--- src/rtl/arf_ctrl_pkg.sv ---
// Shared codes for the address register file controller: register-file control
// encodings, execute opcodes and the sequencer state set.
package arf_ctrl_pkg;

    localparam logic [2:0] FS_DEC   = 3'b000;
    localparam logic [2:0] FS_INC   = 3'b001;
    localparam logic [2:0] FS_LOAD  = 3'b010;
    localparam logic [2:0] FS_CLEAR = 3'b011;

    // RegSel is active-low: bit2 PC, bit1 AR, bit0 SP
    localparam logic [2:0] RS_PC_EN = 3'b011;
    localparam logic [2:0] RS_AR_EN = 3'b101;
    localparam logic [2:0] RS_SP_EN = 3'b110;
    localparam logic [2:0] RS_NONE  = 3'b111;
    localparam logic [2:0] RS_ALL   = 3'b000;

    localparam logic [1:0] OS_PC = 2'b00;
    localparam logic [1:0] OS_AR = 2'b10;
    localparam logic [1:0] OS_SP = 2'b11;

    localparam logic [2:0] XOP_PUSH = 3'b000;
    localparam logic [2:0] XOP_POP  = 3'b001;
    localparam logic [2:0] XOP_JUMP = 3'b010;
    localparam logic [2:0] XOP_LDAR = 3'b011;

    localparam int STREAK_W = 2;

    typedef enum logic [3:0] {
        S_INIT,
        S_IDLE,
        S_F1,
        S_F2,
        S_PSH_DEC,
        S_PSH_WR,
        S_POP_RD,
        S_POP_INC,
        S_JMP,
        S_LDAR,
        S_XNOP
    } state_t;

    // First state of the sequence that executes a granted x_op
    function automatic state_t x_entry(input logic [2:0] op);
        case (op)
            XOP_PUSH: return S_PSH_DEC;
            XOP_POP:  return S_POP_RD;
            XOP_JUMP: return S_JMP;
            XOP_LDAR: return S_LDAR;
            default:  return S_XNOP;
        endcase
    endfunction

endpackage

--- src/rtl/arf_arbiter.sv ---
// IDLE-cycle grant decision between fetch and execute, with a bounded
// execute streak so a waiting fetch is never starved.
module arf_arbiter
    import arf_ctrl_pkg::*;
#(
    parameter int STREAK_MAX = 3
) (
    input  logic clk,
    input  logic rst,
    input  logic f_req,
    input  logic x_req,
    input  logic idle,
    output logic grant_f,
    output logic grant_x
);

    localparam logic [STREAK_W-1:0] STREAK_CAP = STREAK_W'(STREAK_MAX);

    logic [STREAK_W-1:0] streak;
    logic                fetch_due;

    assign fetch_due = f_req && (streak == STREAK_CAP);
    assign grant_x   = idle && x_req && !fetch_due;
    assign grant_f   = idle && f_req && !grant_x;

    // Streak only moves in IDLE; execute grants count only while fetch waits
    always_ff @(posedge clk or posedge rst) begin
        if (rst) begin
            streak <= '0;
        end else if (idle) begin
            if (grant_f || !f_req) begin
                streak <= '0;
            end else if (grant_x && (streak != STREAK_CAP)) begin
                streak <= streak + 1'b1;
            end
        end
    end

endmodule

--- src/rtl/arf_controller.sv ---
// Sequencer for the PC/AR/SP address register file: arbitrates fetch and
// execute requests and drives the file's controls as a Moore decode of state.
module arf_controller
    import arf_ctrl_pkg::*;
#(
    parameter int STREAK_MAX = 3
) (
    input  logic       clk,
    input  logic       rst,
    input  logic       f_req,
    input  logic       x_req,
    input  logic [2:0] x_op,
    output logic [2:0] FunSel,
    output logic [2:0] RegSel,
    output logic [1:0] OutCSel,
    output logic [1:0] OutDSel,
    output logic       addr_vld,
    output logic       f_done,
    output logic       x_done,
    output logic       busy
);

    state_t state;
    state_t state_next;
    logic   grant_f;
    logic   grant_x;

    arf_arbiter #(
        .STREAK_MAX(STREAK_MAX)
    ) u_arbiter (
        .clk    (clk),
        .rst    (rst),
        .f_req  (f_req),
        .x_req  (x_req),
        .idle   (state == S_IDLE),
        .grant_f(grant_f),
        .grant_x(grant_x)
    );

    always_ff @(posedge clk or posedge rst) begin
        if (rst) begin
            state <= S_INIT;
        end else begin
            state <= state_next;
        end
    end

    always_comb begin
        state_next = state;
        case (state)
            S_INIT:    state_next = S_IDLE;
            S_IDLE: begin
                if (grant_x) begin
                    state_next = x_entry(x_op);
                end else if (grant_f) begin
                    state_next = S_F1;
                end
            end
            S_F1:      state_next = S_F2;
            S_PSH_DEC: state_next = S_PSH_WR;
            S_POP_RD:  state_next = S_POP_INC;
            S_F2,
            S_PSH_WR,
            S_POP_INC,
            S_JMP,
            S_LDAR,
            S_XNOP:    state_next = S_IDLE;
            default:   state_next = S_INIT;
        endcase
    end

    assign OutCSel = 2'b00;
    assign busy    = (state != S_IDLE);

    // OutD always shows the pre-update register: updates land on the closing edge
    always_comb begin
        FunSel   = FS_DEC;
        RegSel   = RS_NONE;
        OutDSel  = OS_PC;
        addr_vld = 1'b0;
        f_done   = 1'b0;
        x_done   = 1'b0;
        case (state)
            S_INIT: begin
                RegSel = RS_ALL;
                FunSel = FS_CLEAR;
            end
            S_F1: begin
                OutDSel  = OS_PC;
                addr_vld = 1'b1;
                RegSel   = RS_PC_EN;
                FunSel   = FS_INC;
            end
            S_F2: begin
                OutDSel  = OS_PC;
                addr_vld = 1'b1;
                RegSel   = RS_PC_EN;
                FunSel   = FS_INC;
                f_done   = 1'b1;
            end
            S_PSH_DEC: begin
                RegSel = RS_SP_EN;
                FunSel = FS_DEC;
            end
            S_PSH_WR: begin
                OutDSel  = OS_SP;
                addr_vld = 1'b1;
                x_done   = 1'b1;
            end
            S_POP_RD: begin
                OutDSel  = OS_SP;
                addr_vld = 1'b1;
            end
            S_POP_INC: begin
                RegSel = RS_SP_EN;
                FunSel = FS_INC;
                x_done = 1'b1;
            end
            S_JMP: begin
                RegSel = RS_PC_EN;
                FunSel = FS_LOAD;
                x_done = 1'b1;
            end
            S_LDAR: begin
                RegSel = RS_AR_EN;
                FunSel = FS_LOAD;
                x_done = 1'b1;
            end
            S_XNOP: begin
                x_done = 1'b1;
            end
            default: ;
        endcase
    end

endmodule

--- config.mk ---
export PLATFORM = sky130hd
export DESIGN_NAME = arf_controller
export DESIGN_NICKNAME = d
export VERILOG_FILES = /design/src/rtl/arf_ctrl_pkg.sv /design/src/rtl/arf_arbiter.sv /design/src/rtl/arf_controller.sv
export SDC_FILE = /design/constraint.sdc
export NUM_CORES = 1
export LEC_CHECK = 0
export ABC_AREA = 1
export CAP_MARGIN = 20
export CORE_UTILIZATION = 30
export DETAILED_ROUTE_END_ITERATION = 16
export DONT_BUFFER_PORTS = 1
export SYNTH_ARGS = -nofsm -noshare
export SYNTH_HDL_FRONTEND = slang
export SYNTH_SLANG_ARGS = --single-unit
--- constraint.sdc ---
create_clock -name clk -period 1.32 [get_ports clk]
set_clock_uncertainty 0.2 [all_clocks]
set_input_delay 0.264 -clock clk [delete_from_list [all_inputs] [get_ports clk]]
set_output_delay 0.264 -clock clk [all_outputs]
set_load 0.02 [all_outputs]
* After elaboration in Yosys (flattened, before gate mapping)
Index checks and enable logic that the tools add are counted.
Operators by class: $add $sub $neg 1, reductions and logical operators 22, muxes and demuxes 12, equal/unequal tests 17
Operator list (number):
- 4-bit one-hot mux with 5 select lines | 1
- 4-bit by 3-bit equality test with 1-bit output, second input constant | 4
- 4-bit one-hot mux with 4 select lines | 1
- 4-bit equality test, second input constant | 3
- 3-bit one-hot mux with 4 select lines | 1
- 4-bit by 2-bit equality test with 1-bit output, second input constant | 2
- 4-bit two-way mux | 2
- 7-bit OR reduction | 1
- 3-bit by 2-bit equality test with 1-bit output, second input constant | 2
- 1-bit logical AND | 6
- 2-bit two-way mux | 3
- 2-bit one-hot mux with 3 select lines | 1
- 2-bit OR reduction | 3
- 3-bit OR reduction | 2
- 5-bit OR reduction | 1
- 4-bit by 1-bit equality test with 1-bit output, second input constant | 1
- 4-bit zero test | 1
- 4-bit by 1-bit inequality test with 1-bit output, second input constant | 1
- 4-bit OR reduction | 1
- 3-bit by 1-bit equality test with 1-bit output, second input constant | 1
- 1-bit zero test | 3
- 3-bit zero test | 1
- 1-bit two-way mux | 3
- 3-bit inequality test, second input constant | 1
- other kinds (6) | 6
Storage, ports and cells: logic and storage cells 54, register bits after elaboration 6

* Longest topological paths before layout
depth after elaboration 9, gate-level depth with buffers 6, depth with buffers taken out 6

* Modules after synthesis
Synthesis repeated with hierarchy kept, for this count alone.
Second synthesis, totals: cell total of the unflattened synthesis 83, area total of the unflattened synthesis 524.3 µm²
By module, submodules not included:
- arf_controller | instances 1, area each 392.9 µm², cells an instance 65
- arf_arbiter | instances 1, area each 131.4 µm², cells an instance 18

* Least setup slack after synthesis
No wires, ideal clock.
kind register to output, start point register state[0], end point output OutDSel[1], required time 0.856 ns, path slack -0.376 ns, data arrival time 1.232 ns, stages on the path, launching flop included 6, path buffers 1, cells stage by stage dfrtp_1 -> inv_1 -> nor2_2 -> nor2_1 -> nor2_1 -> buf_4
On the way: cells in the longest elaborated chain, start to end 3, elaborated cells between the ends (all ways) 4
RTL lines:
- start, declared | RTL line arf_controller.sv:23 | state_t state;
- start signal, assigned | RTL line arf_controller.sv:44 | state <= state_next;
- 4-bit by 3-bit equality test with 1-bit output | RTL line arf_controller.sv:83 | case (state)
- 2-bit OR reduction (no source line) *
- 2-bit two-way mux * | RTL line arf_controller.sv:83
- end, declared | RTL line arf_controller.sv:16 | output logic [1:0] OutDSel,
Mark *: on every way between the ends. The rest lies on a longest branch, timed or not.

* Worst setup path after layout
start point register state[1], end point output RegSel[0]
On the way: cells in the longest elaborated chain, start to end 3, elaborated cells between the ends (all ways) 10
RTL lines:
- 4-bit by 2-bit equality test with 1-bit output (tied with other cells) | RTL line arf_controller.sv:83
- 3-bit OR reduction (no source line) or 2-bit OR reduction (tied branches)
- 3-bit one-hot mux with 4 select lines * | RTL line arf_controller.sv:83
- end, declared | RTL line arf_controller.sv:14 | output logic [2:0] RegSel,
Marked as above.

==> results.json <==
{
  "cp-start-kind": "register",
  "arrival_ps": 1250,
  "cpLargestDelayFamily": "flip-flops",
  "critPathBufInv": 2,
  "die_x_um": 42.4,
  "start_util_pct": 32.5,
  "vias": 551,
  "ios": 21,
  "root_buffer": "clkbuf_4",
  "cts_tree": "done",
  "synth_area_um2": 489,
  "place.gp.congestion": 0.754,
  "initialDrtViolationCount": 4,
  "max_stage_delay_ps": 460,
  "path_max_fanout": 6,
  "crit_slowest_cell": "dfrtp_2",
  "final_nets": 109,
  "peakVddDrop_v": 0.00103,
  "gr-total-overflow": 0,
  "synth_top_family_by_area": "simple AND/OR/NAND/NOR gates",
  "utilization_pct": 56.2,
  "ant_nets": 0,
  "numPortBuffers": 0,
  "worstPathRequired_ps": 860,
  "vias_per_cell": 4.79,
  "finalNonFillerCells": 115,
  "path_class": "register to output port",
  "max_freq_ghz": 0.583,
  "setup_viol": 17,
  "fin_crit_ps": 1710,
  "drtPass1Iterations": 4,
  "grt_pass1_vias": 550,
  "synth_compound_area_share_pct": 15.3,
  "cts.clk_slew.worst_paths_ps": 40,
  "synth_seq_cells": 6,
  "cts_sinks": 6,
  "coreArea_mm2": 0.00151,
  "yosys_warnings": 0,
  "syn_to_final_growth_pct": 73.1,
  "fin_ws_ps": -395,
  "status": "complete, but fails checks",
  "cts_made_buffers": 3,
  "drv_slew": 0,
  "dp_hpwl_um": 952,
  "r2r_setup_slack_ps": -380,
  "insertion_delay_ps": 240,
  "synth_simple_gate_area_share_pct": 36.1,
  "die_height_um": 42.4,
  "path_cells": "inv_2 -> nor2_4 -> nor2_4 -> a21oi_2 -> buf_4",
  "track_usage_pct": 16.5,
  "violations": "setup timing",
  "synth-xor-area-share_pct": 0,
  "antenna_found_initial": 0,
  "rsz0062_at_grt": "true",
  "clock_path_buffers": 2,
  "post-route-period-util_pct": 130,
  "ys_types": 19,
  "cp-end-kind": "output port",
  "finalSetupTns_ps": -5900,
  "holdWs_ps": 35.0,
  "drv_cap": 0,
  "h-tree-depth": 1,
  "total_leakage_power_nw": 0.407,
  "hold_violations": 0,
  "grt_max_degree": 7,
  "drc": 0,
  "crit_top_cell": "nor2_4",
  "ys_seq_area_share_pct": 30.7,
  "rows": 14,
  "grt_pass1_wl_um": 2230,
  "wirelength_um": 1320,
  "avgRoutedWirePerCell_um": 11.5,
  "syn_area_per_cell_um2": 6.61,
  "pwr_density_cell_mw_per_mm2": 2530,
  "syn_inst": 74,
  "dp.cells": 103,
  "layout-drive-gt1-share_pct": 60.6,
  "hp-class": "input port to register",
  "dieArea_mm2": 0.00180,
  "synthMuxAreaShare_pct": 0,
  "diodes": 0,
  "synth_fa_ha_area_share_pct": 2.56
}
-- power breakdown --
group	leakage (nW)	switching (mW)	internal [mW]
logic	0.320	0.917	0.680
registers	0.0739	0.124	0.258
clock network	0.0138	0.0616	0.103
total	0.407	1.10	1.04
-- cell usage after synthesis --
library cell | instances | share of area [%]
nand3_1 | 3 | 3.1
inv_1 | 11 | 8.4
nor2_1 | 11 | 8.4
nor3_2 | 1 | 2.0
or2_1 | 1 | 1.3
nand2_2 | 2 | 2.6
ha_1 | 1 | 2.6
buf_4 | 4 | 6.1
nand2_1 | 17 | 13
o22ai_1 | 2 | 2.6
o21ai_1 | 1 | 1.0
nand3_2 | 1 | 2.0
dfrtp_1 | 6 | 31
conb_1 | 1 | 0.77
nor2_2 | 1 | 1.3
a21oi_1 | 5 | 5.1
o21ai_2 | 2 | 3.6
nor2_4 | 1 | 2.3
o21ai_0 | 3 | 3.1
-- cell families after synthesis --
family | Yosys count
AOI/OAI and AO/OA | 13
adders and majority gates | 1
buffers and inverters | 15
DFF | 6
other | 1
and+or+nand+nor | 38
-- final cells by class --
class	count	area (um^2)
Timing Repair Buffer	24	198
Sequential cell	6	154
Clock buffer	3	22.5
Inverter	11	41.3
Tap cell	16	20.0
Multi-Input combinational cell	55	412
Fill cell	145	659
-- stage by stage --
step / area, um^2 / total power [mW] / setup WS, ps
final: 847 / 2.14 / -395
after CTS: 807 / 2.05 / -403
after global placement: 671 / 1.65 / -135
after global routing: 847 / 2.29 / -460
after detailed placement: 671 / 1.67 / -141
after floorplan: 572 / 1.30 / -162
-- cell usage in the layout, fill, tap and decap left out, types with 4 or more instances in the layout --
cell type	n
nor2_1	6
dlygate4sd3_1	4
inv_2	5
inv_1	6
nor2_4	7
buf_4	18
nand2_1	10
nand2_2	6
-- what timing repair did --
| action | 4_1_cts | 5_1_grt |
|---|---|---|
| pin swaps | 5 | 5 |
| resized for setup | 14 | 6 |
| hold endpoints to repair | 9 | 0 |
| hold buffers | 4 | 0 |
| endpoints found under the setup margin | 17 | 17 |
| buffers inserted | 3 | 3 |
-- sequential cells by signal, summed over array words and instances (netlist names) --
register / count
state: 4
u_arbiter.streak: 2
-- path summary, 6_finish.rpt --
path,from,endpoint,cells past startpoint
max,state[1]$_DFFE_PP0P_,RegSel[0],5
min,f_req,state[0]$_DFFE_PP0P_,3
max reg2reg,state[2]$_DFFE_PP0P_,u_arbiter.streak[0]$_DFFE_PP0P_,8
min reg2reg,u_arbiter.streak[0]$_DFFE_PP0P_,u_arbiter.streak[0]$_DFFE_PP0P_,1
max in group asynchronous,rst,state[0]$_DFFE_PP0P_,2
min in group asynchronous,rst,state[3]$_DFFE_PP0P_,2
-- metal layers --
layer / vias up / wire length, um / global-route usage (%)
met5: - / 0 / 0
li1: 279 / - / -
met4: 0 / 16 / 7.50
met1: 245 / 535 / 19.5
met3: 4 / 75 / 1.72
met2: 23 / 694 / 29.5
-- tightest hold or removal path, stage by stage --
cell and delay, ps:
nor2_1 30, nand2_2 70, nand3_2 70
Power figures use the tool's default switching activity.
